==> src/rtl/parity_frame_rx.sv <==
// parity_frame_rx
//   Receiver/checker for even-parity framed serial streams. Each frame is one
//   start bit (0), DATA_W data bits LSB first, one parity bit and one stop
//   bit (1). The line is sampled only on clk edges where bit_valid is high.
//
//   Parameters:
//     DATA_W      data bits per frame, 1..16
//
//   Ports:
//     clk         system clock, rising edge
//     rst         asynchronous active-high reset
//     bit_in      serial line (idle level 1)
//     bit_valid   sample qualifier for bit_in
//     data_out    last received data word
//     data_valid  one-cycle pulse when a frame completes
//     parity_err  last completed frame had a parity mismatch
//     frame_err   last completed frame had a stop bit of 0
//     busy        frame in progress
//     err_count   (only with PARITY_RX_ERR_CNT_EN) saturating count of
//                 completed frames that had any error
//
//   Optional build macro: PARITY_RX_ERR_CNT_EN adds the err_count output.
//
//   state    | meaning
//   ---------+-------------------------------------------------------
//   S_IDLE   | line idle, waiting for a valid 0 (start bit)
//   S_DATA   | collecting DATA_W data bits into shreg
//   S_PARITY | sampling the parity bit, latching the mismatch flag
//   S_STOP   | sampling the stop bit, publishing word and status

module parity_frame_rx #(
  parameter int DATA_W = 8
) (
  input  logic              clk,
  input  logic              rst,
  input  logic              bit_in,
  input  logic              bit_valid,
  output logic [DATA_W-1:0] data_out,
  output logic              data_valid,
  output logic              parity_err,
  output logic              frame_err,
  output logic              busy
`ifdef PARITY_RX_ERR_CNT_EN
  ,
  output logic [7:0]        err_count
`endif
);

  localparam int CNT_W = (DATA_W > 1) ? $clog2(DATA_W) : 1;
  localparam logic [CNT_W-1:0] LAST_IDX = CNT_W'(DATA_W - 1);

  typedef enum logic [1:0] {
    S_IDLE,
    S_DATA,
    S_PARITY,
    S_STOP
  } state_t;

  state_t            state;
  logic [DATA_W-1:0] shreg;
  logic [CNT_W-1:0]  count;
  logic              run_par;
  logic              perr;

  assign busy = (state != S_IDLE);

  always_ff @(posedge clk or posedge rst) begin
    if (rst) begin
      state      <= S_IDLE;
      shreg      <= '0;
      count      <= '0;
      run_par    <= 1'b0;
      perr       <= 1'b0;
      data_out   <= '0;
      data_valid <= 1'b0;
      parity_err <= 1'b0;
      frame_err  <= 1'b0;
`ifdef PARITY_RX_ERR_CNT_EN
      err_count  <= 8'd0;
`endif
    end else begin
      // data_valid is a pulse: cleared on every edge unless re-set below.
      data_valid <= 1'b0;
      if (bit_valid) begin
        case (state)
          S_IDLE: begin
            if (!bit_in) begin
              shreg   <= '0;
              count   <= '0;
              run_par <= 1'b0;
              state   <= S_DATA;
            end
          end
          S_DATA: begin
            shreg[count] <= bit_in;
            run_par      <= run_par ^ bit_in;
            if (count == LAST_IDX) begin
              count <= '0;
              state <= S_PARITY;
            end else begin
              count <= count + CNT_W'(1);
            end
          end
          S_PARITY: begin
            // Even parity: data ones plus parity bit must be even.
            perr  <= run_par ^ bit_in;
            state <= S_STOP;
          end
          S_STOP: begin
            data_out   <= shreg;
            parity_err <= perr;
            frame_err  <= ~bit_in;
            data_valid <= 1'b1;
`ifdef PARITY_RX_ERR_CNT_EN
            // One increment per errored frame regardless of how many flags.
            if ((perr || !bit_in) && (err_count != 8'hFF)) begin
              err_count <= err_count + 8'd1;
            end
`endif
            // A 0 stop bit is consumed here; only the next 0 sampled in
            // S_IDLE starts a frame.
            state <= S_IDLE;
          end
          default: state <= S_IDLE;
        endcase
      end
    end
  end

endmodule

==> config.mk <==
export PLATFORM = sky130hd
export DESIGN_NAME = parity_frame_rx
export DESIGN_NICKNAME = d
export VERILOG_FILES = /design/src/rtl/parity_frame_rx.sv
export SDC_FILE = /design/constraint.sdc
export NUM_CORES = 1
export LEC_CHECK = 0
export ABC_AREA = 1
export CAP_MARGIN = 30
export CORE_MARGIN = 2
export CORE_UTILIZATION = 50
export CTS_CLUSTER_DIAMETER = 50
export DETAILED_ROUTE_END_ITERATION = 8
export HOLD_SLACK_MARGIN = 0.02
export PLACE_DENSITY = 0.76
export SLEW_MARGIN = 15
export SYNTH_ARGS = -nofsm -noshare
export SYNTH_HDL_FRONTEND = slang
export SYNTH_SLANG_ARGS = --single-unit
==> constraint.sdc <==
create_clock -name clk -period 1.99 [get_ports clk]
set_clock_uncertainty 0.15 [all_clocks]
set_input_delay 0.2985 -clock clk [delete_from_list [all_inputs] [get_ports clk]]
set_output_delay 0.2985 -clock clk [all_outputs]
set_load 0.005 [all_outputs]
==> results.py, run 1 <==
metrics = {
    "status": {
        "status": "complete, no violations",
    },
    "setup_path": {
        "max_stage_delay_ns": 0.40,
        "cp_data_required_time_ns": 1.54,
        "path_max_fanout": 4,
        "reg2regPathDepth": 5,
        "arrival_ns": 1.35,
        "crit_path_start_kind": "flip-flop",
        "crit_path_end_kind": "primary output",
        "slowest_stage": "dfrtp_1",
        "crit_type": "flip-flop to primary output",
        "crit_chain": "inv_1, ha_2, inv_1, dlygate4sd2_1",
        "crit_top_cell": "inv_1",
    },
    "clock_tree": {
        "clock_sinks": 26,
        "clk_pin_slew_ns": 0.14,
        "worstSkewPairLatency_ns": 0.32,
        "root_buffer": "clkbuf_4",
        "holdBufCountCts": 0,
        "cts_max_level": 1,
        "tritoncts": "yes",
        "clk_path_buf_depth": 2,
        "numCtsBuffers": 3,
    },
    "finish": {
        "syn_to_final_growth_pct": 19.76,
        "drive_above_1_share": 0.1029,
        "finalNetCount": 186,
        "diodes": 0,
        "final_util": 0.6235,
    },
    "synthesis": {
        "synth_edf_count": 0,
        "synthCells": 153,
        "avgSynthCellArea_um2": 8.276,
        "yosys.area.top_type_share": 0.5138,
        "synth-seq-cells": 26,
        "seq_area_frac_synth": 0.5138,
        "ys.flop_type": "dfrtp_1",
        "netlist_area_mm2": 0.001266,
        "synth_cell_types": 20,
        "ys_top_cells_by_area": "dfrtp_1, nand2_1, ha_1",
        "synth_warnings": 0,
        "synthArstFlopShare": 1.000,
        "yosys-top-cells-count": "nand2_1, dfrtp_1, inv_1",
        "yosysTopAreaCell": "dfrtp_1",
        "synth.most_common_cell": "nand2_1",
        "syn-num-nets": 163,
    },
    "detailed_routing": {
        "dr.pass1.iters": 4,
        "drt_iter0_markers": 26,
        "drt-total-wl_um": 2273,
        "num_vias": 994,
        "route.antenna.remaining_nets": 0,
        "wl_per_cell_um": 11.09,
        "remaining_drc_errors": 0,
        "viasPerCell": 4.849,
    },
    "die": {
        "die_w_um": 54.33,
        "initial_utilization": 0.5206,
        "die_area_mm2": 0.002951,
        "die_h_um": 54.33,
        "core_region_area_mm2": 0.002432,
        "io_pins": 16,
        "rows": 18,
    },
    "sta": {
        "hold_violations": 0,
        "holdWs_ns": 0.1605,
        "worst_pin_slew_ns": 0.3240,
        "rsz0062_at_grt": "false",
        "fin_crit_ns": 1.802,
        "tns_ns": 0,
        "fin_crit_sh": 0.9053,
        "slew_viol_final": 0,
        "clock.fmax_mhz": 555.1,
        "relSlewSlack": 0.7840,
        "setup_viol": 0,
    },
    "placed_design": {
        "hpwl_um": 1597,
        "portBuffers": 15,
        "place_congestion": 0.7651,
    },
    "grt": {
        "grt_antenna_before_repair": 0,
        "grt.total_usage": 0.1761,
        "grt_max_degree": 27,
        "grt_pass1_vias": 906,
        "grt_pass1_wl_um": 3732,
        "grt-ovfl-total": 0,
    },
    "flow_run": {
        "maxCapViolCount": 0,
    },
    "hold_path": {
        "min_path_type": "primary input to asynchronous set/reset pin",
    },
    "power_and_ir_drop": {
        "vdd_drop_max_uv": 802.5,
        "p_leak_nw": 0.8037,
        "p_per_area_mw_per_mm2": 1218,
    },
}
-- placed cells by master (no fill, tap or decap), types with 2 or more instances in the layout --
cell and instances:
nand2_1 73, o21ai_2 2, inv_1 11, dfrtp_1 26, nor2_1 3, buf_4 5
ha_1 5, clkbuf_4 3, o21ai_0 5, clkdlybuf4s50_1 14, or2_0 6, nand3_1 10
-- metrics by stage --
step                std cells  cell area [um^2]  total power [mW]  worst slack (ns)
floorplan                 153              1266             1.292            0.6150
global placement          199              1464             1.529            0.2902
detailed placement        199              1464             1.570            0.2299
CTS                       205              1516             1.860            0.1838
global route              205              1516             2.008            0.1096
finish                    205              1516             1.848            0.1885
-- critical path: cells and delay by family (launching register included) --
| kind | cells | cell delay (ns) |
|---|---|---|
| adder cells (fa/ha/maj) | 1 | 0.22 |
| buffers and inverters | 3 | 0.42 |
| flip-flops | 1 | 0.40 |
-- worst paths after layout --
kind / slack, ns / endpoint / startpoint
setup reg to reg: 0.43 / count[1]$_DFFE_PP0P_ / state[0]$_DFFE_PP0P_
min in group clk: 0.34 / shreg[3]$_DFFE_PP0P_ / shreg[3]$_DFFE_PP0P_
hold reg to reg: 0.34 / shreg[3]$_DFFE_PP0P_ / shreg[3]$_DFFE_PP0P_
hold / removal: 0.16 / parity_err$_DFFE_PP0P_ / rst
setup / recovery: 0.19 / busy / state[0]$_DFFE_PP0P_
max in group asynchronous: 1.28 / data_out[7]$_DFFE_PP0P_ / rst
-- area by class of cell --
| type | count | area [um^2] |
|---|---|---|
| well taps | 30 | 37.54 |
| multi-input cells | 112 | 556.8 |
| fillers | 211 | 915.9 |
| flip-flops and latches | 26 | 650.6 |
| repair buffers | 20 | 186.4 |
| clock buffers | 4 | 36.28 |
| inverters | 13 | 48.80 |
-- sequential cells by signal, summed over array words and instances, names as in the netlist --
name,count
data_out,8
shreg,8
count,3
state,2
data_valid,1
frame_err,1
parity_err,1
perr,1
run_par,1
-- layer usage --
layer	part of all wire	global-route usage	vias up	routed length (um)
met5	0	0	-	0
met1	0.48	0.2178	461	1098
met4	0.0057	0.07083	0	13
met2	0.48	0.3012	16	1088
li1	-	-	515	-
met3	0.032	0.03279	2	72
-- power breakdown --
group	switching (mW)	internal (mW)	total (mW)
clock network	0.155	0.112	0.267
logic	0.447	0.353	0.800
registers	0.110	0.671	0.781
total	0.712	1.14	1.85
-- kinds of logic (layout without fill, tap and decap cells) --
kind of cell    count (synthesis)  in the layout  share of synthesized area
simple gates                   97             97                     0.3320
flops                          26             26                     0.5138
buf+inv                        15             37                    0.04841
compound gates                  8              8                    0.03953
fa+ha+maj                       6              6                    0.05929
xor+xnor                        1              1                   0.006918
-- repair_timing --
| item | CTS | global route |
|---|---|---|
| endpoints found under the hold margin | 0 | 0 |
| gates resized for setup | 2 | 0 |
| setup endpoints to repair | 1 | 0 |
| buffers inserted | 2 | 0 |
Note: power is estimated with default switching activity, not from simulation.
==> run 2: changes to the inputs <==
clock period = 2 ns   (was 1.99 ns; I/O delays follow)
==> results of run 2 <==
Same layout as run 1 (identical final DEF). Status: complete, no violations.
Main changes from that run: setup slack after placement 0.2299 ns -> 0.2384 ns; setup slack after layout 0.1885 ns -> 0.1970 ns; hold slack 0.1605 ns -> 0.1620 ns; register-to-register setup slack 0.43 ns -> 0.44 ns; total power 1.848 mW -> 1.838 mW; worst IR drop on VDD 802.5 uV -> 798.5 uV
